[config.mk]
export PLATFORM = sky130hd
export DESIGN_NAME = muldiv_hilo
export DESIGN_NICKNAME = d
export VERILOG_FILES = /design/src/rtl/muldiv_hilo.sv
export SDC_FILE = /design/constraint.sdc
export NUM_CORES = 1
export LEC_CHECK = 0
export CORE_UTILIZATION = 40
export CTS_BUF_LIST = sky130_fd_sc_hd__clkbuf_8 sky130_fd_sc_hd__clkbuf_16
export DETAILED_ROUTE_END_ITERATION = 7
export PLACE_DENSITY_LB_ADDON = 0.08
export SYNTH_ARGS = -nofsm -noshare
export SYNTH_HDL_FRONTEND = slang
export SYNTH_SLANG_ARGS = --single-unit
[constraint.sdc]
create_clock -name clk -period 6.4 [get_ports clk]
set_input_delay 0.64 -clock clk [delete_from_list [all_inputs] [get_ports clk]]
set_output_delay 0.64 -clock clk [all_outputs]
set_load 0.01 [all_outputs]
[src/rtl/muldiv_hilo.sv]
// muldiv_hilo: multiply/divide sequencer and HI/LO register file.
// Multiplies with an iterative shift-add engine. Divides by driving an
// external long_idiv divider, then captures its remainder/quotient into HI/LO.
module muldiv_hilo #(
    parameter int WIDTH = 32
) (
    input  logic               clk,
    input  logic               nrst,
    input  logic               op_valid,
    input  logic [2:0]         op,
    input  logic [WIDTH-1:0]   op_a,
    input  logic [WIDTH-1:0]   op_b,
    output logic               op_stall,
    output logic [WIDTH-1:0]   res,
    output logic               res_valid,
    output logic               busy,
    output logic [WIDTH-1:0]   div_dividend,
    output logic [WIDTH-1:0]   div_divider,
    output logic               div_signd,
    output logic               div_start,
    input  logic               div_ready,
    input  logic [2*WIDTH-1:0] div_remquot
);

    localparam logic [2:0] OP_MULT  = 3'd0;
    localparam logic [2:0] OP_MULTU = 3'd1;
    localparam logic [2:0] OP_DIV   = 3'd2;
    localparam logic [2:0] OP_DIVU  = 3'd3;
    localparam logic [2:0] OP_MTHI  = 3'd4;
    localparam logic [2:0] OP_MTLO  = 3'd5;
    localparam logic [2:0] OP_MFHI  = 3'd6;
    localparam logic [2:0] OP_MFLO  = 3'd7;

    localparam logic [2:0] S_IDLE   = 3'd0;
    localparam logic [2:0] S_MUL    = 3'd1;
    localparam logic [2:0] S_MFIN   = 3'd2;
    localparam logic [2:0] S_DSTART = 3'd3;
    localparam logic [2:0] S_DWAIT  = 3'd4;

    logic [2:0]         r_state;
    logic [WIDTH-1:0]   r_hi;
    logic [WIDTH-1:0]   r_lo;
    logic [2*WIDTH-1:0] r_acc;
    logic [WIDTH-1:0]   r_mcand;
    logic [WIDTH-1:0]   r_mplier;
    logic               r_sign;
    logic [5:0]         r_count;
    logic [WIDTH-1:0]   r_div_dividend;
    logic [WIDTH-1:0]   r_div_divider;
    logic               r_div_signd;
    logic               r_div_start;

    logic               w_busy;
    logic [WIDTH-1:0]   w_abs_a;
    logic [WIDTH-1:0]   w_abs_b;
    logic [WIDTH:0]     w_sum;
    logic [2*WIDTH-1:0] w_neg_acc;

    assign w_busy       = (r_state != S_IDLE);
    assign busy         = w_busy;
    assign op_stall     = op_valid && w_busy;
    assign res_valid    = op_valid && !w_busy && ((op == OP_MFHI) || (op == OP_MFLO));
    assign res          = (op == OP_MFHI) ? r_hi : r_lo;
    assign div_dividend = r_div_dividend;
    assign div_divider  = r_div_divider;
    assign div_signd    = r_div_signd;
    assign div_start    = r_div_start;

    // Operand magnitudes for MULT, the partial-sum adder and the negated product.
    // The magnitude of the most negative value wraps to itself, which is the
    // correct unsigned magnitude, so no overflow handling is needed.
    always_comb begin
        w_abs_a   = op_a;
        w_abs_b   = op_b;
        if (op == OP_MULT) begin
            if (op_a[WIDTH-1]) w_abs_a = -op_a;
            if (op_b[WIDTH-1]) w_abs_b = -op_b;
        end
        w_sum     = {1'b0, r_acc[2*WIDTH-1:WIDTH]} +
                    {1'b0, (r_mplier[0] ? r_mcand : {WIDTH{1'b0}})};
        w_neg_acc = -r_acc;
    end

    // Sequencer: accepts ops in IDLE, runs the multiply loop, hands divides to
    // the divider and writes HI/LO; a synchronous reset aborts any operation.
    always_ff @(posedge clk) begin
        if (!nrst) begin
            r_state        <= S_IDLE;
            r_hi           <= '0;
            r_lo           <= '0;
            r_acc          <= '0;
            r_mcand        <= '0;
            r_mplier       <= '0;
            r_sign         <= 1'b0;
            r_count        <= '0;
            r_div_dividend <= '0;
            r_div_divider  <= '0;
            r_div_signd    <= 1'b0;
            r_div_start    <= 1'b0;
        end else begin
            case (r_state)
                S_IDLE: begin
                    if (op_valid) begin
                        case (op)
                            OP_MULT, OP_MULTU: begin
                                r_mcand  <= w_abs_a;
                                r_mplier <= w_abs_b;
                                r_sign   <= (op == OP_MULT) && (op_a[WIDTH-1] ^ op_b[WIDTH-1]);
                                r_acc    <= '0;
                                r_count  <= 6'd32;
                                r_state  <= S_MUL;
                            end
                            OP_DIV, OP_DIVU: begin
                                r_div_dividend <= op_a;
                                r_div_divider  <= op_b;
                                r_div_signd    <= (op == OP_DIV);
                                r_div_start    <= 1'b1;
                                r_state        <= S_DSTART;
                            end
                            OP_MTHI: r_hi <= op_a;
                            OP_MTLO: r_lo <= op_a;
                            default: ;
                        endcase
                    end
                end
                S_MUL: begin
                    r_acc    <= {w_sum, r_acc[WIDTH-1:1]};
                    r_mplier <= r_mplier >> 1;
                    r_count  <= r_count - 6'd1;
                    if (r_count == 6'd1) r_state <= S_MFIN;
                end
                S_MFIN: begin
                    {r_hi, r_lo} <= r_sign ? w_neg_acc : r_acc;
                    r_state      <= S_IDLE;
                end
                S_DSTART: begin
                    r_div_start <= 1'b0;
                    r_state     <= S_DWAIT;
                end
                S_DWAIT: begin
                    if (div_ready) begin
                        r_hi    <= div_remquot[2*WIDTH-1:WIDTH];
                        r_lo    <= div_remquot[WIDTH-1:0];
                        r_state <= S_IDLE;
                    end
                end
                default: r_state <= S_IDLE;
            endcase
        end
    end

endmodule
==> results.json, run 1 <==
{
  "worstSetupStartpointType": "flop",
  "cp_max_fo": 14,
  "ys.warnings.count": 0,
  "cts_root_buf": "clkbuf_16",
  "ctsHoldBuffers": 0,
  "ant_nets": 0,
  "via_per_inst": 5.829,
  "routed_wl_um": 51820,
  "cts_tree": "done",
  "arrival_ps": 4280,
  "cpPeakStageDelay_ps": 880,
  "path_class": "reg -> reg",
  "cpMostUsedCell": "nor4_1",
  "tightest_slew_ps": 1151,
  "clock_path_buffers": 3,
  "n_antenna_cell": 0,
  "final_common_cell": "dfxtp_1",
  "io_buffer_count": 235,
  "vias": 15074,
  "ios": 236,
  "nFillCells": 3648,
  "grt_pass1_vias": 14321,
  "max_freq_mhz": 258.9,
  "fin_nets": 2233,
  "async_flop_share_pct": 0,
  "grt_overflow_total": 0,
  "avgSynthCellArea_um2": 7.906,
  "wl_per_cell_um": 20.04,
  "die_area_mm2": 0.03863,
  "cp.required_ps": 6820,
  "min_period_ps": 3862,
  "worstHoldPathType": "reg -> reg",
  "fp.dieH_um": 196.5,
  "synth_cell_types": 73,
  "grt_pass1_wl_um": 80230,
  "finalHoldViolations": 0,
  "finClkSkew_ps": 17.79,
  "rows": 70,
  "antenna_found_initial": 1,
  "cts_inserted_buffers": 34,
  "grt_use_total_pct": 26.19,
  "setup-violations-final": 0,
  "post-place-ws_ps": 2275,
  "peakVddDrop_mv": 0.1897,
  "drive_above_1_share_pct": 6.676,
  "seq_area_frac_synth_pct": 35.44,
  "synth_area_mm2": 0.01514,
  "status": "finished, final reports clean",
  "drtIter0Drc": 1106,
  "ys_ff_latch": 268,
  "cts_sinks": 268,
  "setup-tns-final_ps": 0,
  "hpwl_um": 36180,
  "crit_chain": "nor4_1, nand3_1, or4_1, or3_4, nor4_1, mux2_1, a21oi_1, nor2_1",
  "max-cap-violations": 0,
  "relSlewSlack_pct": 23.29,
  "post-route-period-util_pct": 60.34,
  "postSynthCellCount": 1915,
  "firstDrtPassIters": 7,
  "gp_congestion": 0.8599,
  "synth_fp_nets": 2088,
  "htree_levels": 2,
  "final_cell_mix": "dfxtp_1, nand2_1, clkdlybuf4s50_1",
  "finalMaxSlewViolations": 0,
  "cp_slowest_cell": "or4_1",
  "drc": 0,
  "clkTransAtPathRegs_ps": 60,
  "clock_latency_ps": 530,
  "synth_edf_count": 0,
  "p_leak_nw": 7.079,
  "powerDensity_mw_per_mm2": 239.1,
  "die_w_um": 196.5,
  "crit_path_end_kind": "flop",
  "start_util_pct": 40.96,
  "syn_to_final_growth_pct": 25.21,
  "grt_max_degree": 120,
  "grt_setup_unrepaired": "false",
  "ys.flop_type": "dfxtp_1",
  "cts_resized": 0,
  "coreArea_mm2": 0.03696,
  "fin_ws_ps": 2538,
  "post_cts_buffers": 0
}
report_power, final:
group | switching (mW) | internal, mW | total (mW)
clock network | 0.767 | 1.27 | 2.04
logic | 0.383 | 0.292 | 0.676
registers | 0.0549 | 1.76 | 1.82
total | 1.21 | 3.33 | 4.53
area by class of cell:
type	instances	area [µm²]	area share, %
well taps	504	630.6	3.327
flip-flops and latches	268	5366	28.31
clock buffers	42	972.2	5.128
multi-input cells	1465	9121	48.12
clock inverters	16	210.2	1.109
repair buffers	260	2535	13.37
inverters	31	121.4	0.6402
kinds of logic (layout without fill, tap and decap cells):
family,Yosys count,after routing,share of synthesized area [%]
buffers and inverters,182,349,4.669
AOI/OAI and AO/OA,613,613,26.79
and+or+nand+nor,647,647,19.68
muxes,37,37,2.719
DFF,268,268,35.44
adders and majority gates,38,38,3.190
xor gates and xnor gates,130,130,7.521
through the flow:
step                      cells  cell area (µm²)  hold slack [ps]  total power, mW  utilization [%]
after detailed placement   2528            17770            446.6            2.527            48.09
final                      2586            18960            452.3            4.533            51.29
after CTS                  2586            18960            454.2            4.575            51.29
after global routing       2586            18960            469.9            4.700            51.29
after floorplan            1915            15140            427.3            2.200                -
after global placement     2528            17770            441.5            2.520            48.09
registers in the layout, indices dropped and copies added, names as in the netlist, 3 cells and up:
| name | count |
|---|---|
| r_hi | 32 |
| r_mplier | 32 |
| div_dividend | 32 |
| div_divider | 32 |
| r_count | 6 |
| r_lo | 32 |
| r_mcand | 32 |
| r_state | 3 |
| r_acc | 64 |
path summary, 6_finish.rpt:
check	start	to	slack (ps)	depth (start not counted)
max	r_acc[2]$_SDFFE_PN0P_	r_hi[23]$_SDFFE_PN0P_	2540	8
min reg2reg	div_dividend[26]$_SDFFE_PN0P_	div_dividend[26]$_SDFFE_PN0P_	450	2
max reg2reg	r_acc[2]$_SDFFE_PN0P_	r_hi[23]$_SDFFE_PN0P_	2540	8
min	div_dividend[26]$_SDFFE_PN0P_	div_dividend[26]$_SDFFE_PN0P_	450	2
synth_stat cells, drive strengths merged, types with 26 or more instances:
| cell | number | area share [%] |
|---|---|---|
| dfxtp | 268 | 35 |
| nand2 | 240 | 6.0 |
| nor2 | 200 | 5.0 |
| a21oi | 183 | 6.0 |
| clkbuf | 130 | 3.2 |
| o21ai | 124 | 4.1 |
| xnor2 | 66 | 3.8 |
| xor2 | 64 | 3.7 |
| a22oi | 58 | 2.9 |
| a221oi | 46 | 2.7 |
| and2 | 38 | 1.6 |
| ha | 37 | 3.1 |
| mux2 | 33 | 2.5 |
| inv | 31 | 0.77 |
| a211oi | 30 | 1.5 |
| a222oi | 26 | 1.7 |
| nor3 | 26 | 0.93 |
metal layers:
metal	part of all wire [%]	vias up	global-route usage, %
met4	4.0	0	11.02
met5	0	-	0
met2	46	532	42.96
met3	6.4	105	4.432
met1	43	7189	33.93
li1	-	7248	-
critical path: cells and delay by family (launching register included):
kind / cells / cell delay, ps
flip-flops: 1 / 370
multiplexers: 1 / 360
AO/OA/AOI/OAI: 1 / 150
AND/OR/NAND/NOR: 6 / 2880
No activity file was read; power rests on OpenSTA's default activity.
==> inputs of run 2 (changes only) <==
==> constraint.sdc (replaced) <==
create_clock -name clk -period 3.8 [get_ports clk]
set_input_delay 0.38 -clock clk [delete_from_list [all_inputs] [get_ports clk]]
set_output_delay 0.38 -clock clk [all_outputs]
set_load 0.01 [all_outputs]
==> results.json, run 2 (synthesis results as in run 1) <==
{
  "max_freq_mhz": 289.6,
  "start_util_pct": 40.96,
  "powerDensity_mw_per_mm2": 392.3,
  "tightest_slew_ps": 1441,
  "gp_congestion": 0.9089,
  "p_clk_share_pct": 43.6,
  "final_common_cell": "dfxtp_1",
  "regMostFlops": "r_acc",
  "cts_tree": "done",
  "dp_cells": 2564,
  "io_buffer_count": 235,
  "reg2regPathDepth": 8,
  "fin_nets": 2269,
  "die_area_mm2": 0.03863,
  "worstHoldPathType": "in -> reg",
  "hpwl_um": 38070,
  "cpMostUsedCell": "or4_1",
  "power.share.switching_pct": 27.27,
  "fin_ws_ps": 347.1,
  "crit_path_end_kind": "flop",
  "largest_register_ff_count": 64,
  "syn_to_final_growth_pct": 26.86,
  "finClkSkew_ps": 23.52,
  "clock_path_buffers": 3,
  "power.total_mw": 7.535,
  "cts_inserted_buffers": 34,
  "internal_power_mw": 5.480,
  "path_delay_family": "simple AND/OR/NAND/NOR gates",
  "path_class": "reg -> reg",
  "netSwitchingPower_mw": 2.055,
  "final_cell_mix": "dfxtp_1, nand2_1, clkdlybuf4s50_1",
  "wl_per_cell_um": 20.46,
  "ctsHoldBuffers": 0,
  "setup-violations-final": 0,
  "rows": 70,
  "cpPeakStageDelay_ps": 610,
  "routed_wl_um": 53690,
  "hold_depth": 3,
  "grt_setup_unrepaired": "false",
  "holdWs_ps": 382.4,
  "grt_max_degree": 106,
  "design_area_mm2": 0.01921,
  "drive_above_1_share_pct": 8.160,
  "post-place-ws_ps": -70.39,
  "setup-tns-final_ps": 0,
  "grt_use_total_pct": 26.99,
  "cp.required_ps": 4220,
  "peakVddDrop_mv": 0.3010,
  "finalMaxSlewViolations": 0,
  "grt_pass1_wl_um": 82070,
  "grt_pass1_vias": 14681,
  "post_cts_buffers": 0,
  "n_antenna_cell": 0,
  "path_buf_inv": 0,
  "coreArea_mm2": 0.03696,
  "firstDrtPassIters": 8,
  "clkTransAtPathRegs_ps": 60,
  "fp.dieH_um": 196.5,
  "vias": 15309,
  "die_w_um": 196.5,
  "p_leak_nw": 7.272,
  "drtIter0Drc": 1049,
  "cts_root_buf": "clkbuf_16",
  "cts_sinks": 268,
  "cp_max_fo": 11,
  "instances_no_fill": 2624,
  "cts_resized": 0,
  "antenna_found_initial": 1,
  "max-cap-violations": 0,
  "clock_latency_ps": 530,
  "p_seq_share_pct": 40.6,
  "finalHoldViolations": 0,
  "power_frac_comb_pct": 15.8,
  "post-route-period-util_pct": 90.86,
  "cp_slowest_cell": "or4_1",
  "cp_num_cells": 8,
  "worstSetupStartpointType": "flop",
  "min_period_ps": 3453,
  "arrival_ps": 3880,
  "relSlewSlack_pct": 3.030,
  "drc": 0,
  "post-route-util_pct": 51.96,
  "htree_levels": 2,
  "ant_nets": 0,
  "crit_chain": "or4_1, or4_1, or4_4, or3_4, nor4_1, mux2_1, a21oi_1, nor2_1",
  "status": "finished, final reports clean",
  "grt_overflow_total": 0,
  "ios": 236,
  "dpl_cell_area_mm2": 0.01808,
  "via_per_inst": 5.834
}
## run 2: cell types whose count changed in the layout (fill, tap and decap cells not counted), sizes merged
cell,delta
buf,+36
clkinv,+4
bufinv,-2
clkbuf,-1
inv,+4
clkinvlp,-3
## run 2: worst register-to-register path, cell delays in order (launching register included)
cell     delay (ps)
dfxtp_1         370
or4_1           610
or4_1           500
or4_4           500
or3_4           490
nor4_1          310
mux2_1          360
a21oi_1         150
nor2_1           60
## run 2: worst paths after layout
check,endpoint,slack (ps),from
worst min-delay path,r_acc[36]$_SDFFE_PN0P_,380,nrst
worst max register to register,r_hi[23]$_SDFFE_PN0P_,350,r_acc[28]$_SDFFE_PN0P_
worst min register to register,div_dividend[19]$_SDFFE_PN0P_,450,div_dividend[19]$_SDFFE_PN0P_
worst max-delay path,r_hi[23]$_SDFFE_PN0P_,350,r_acc[28]$_SDFFE_PN0P_
## run 2: metal layers
metal	vias up	GRT usage (%)	routed length [µm]
met1	7298	33.69	22490
met5	-	0	0
met2	580	45.07	25180
met4	0	11.89	2254
met3	108	5.236	3768
li1	7323	-	-
## run 2: area by class of cell
cell class,count,area (µm²)
Timing Repair Buffer,296,2843
Clock buffer,41,958.4
Fill cell,3620,17750
Inverter,31,121.4
Clock inverter,19,166.4
Sequential cell,268,5366
Tap cell,504,630.6
Multi-Input combinational cell,1465,9120
## run 2: power groups by stage
stage,registers (mW),clock network (mW),logic (mW)
finish,3.06,3.29,1.19
global route,3.07,3.46,1.28
CTS,3.05,3.35,1.19
detailed placement,3.11,0,1.19
global placement,3.11,0,1.18
floorplan,3.10,0,0.609
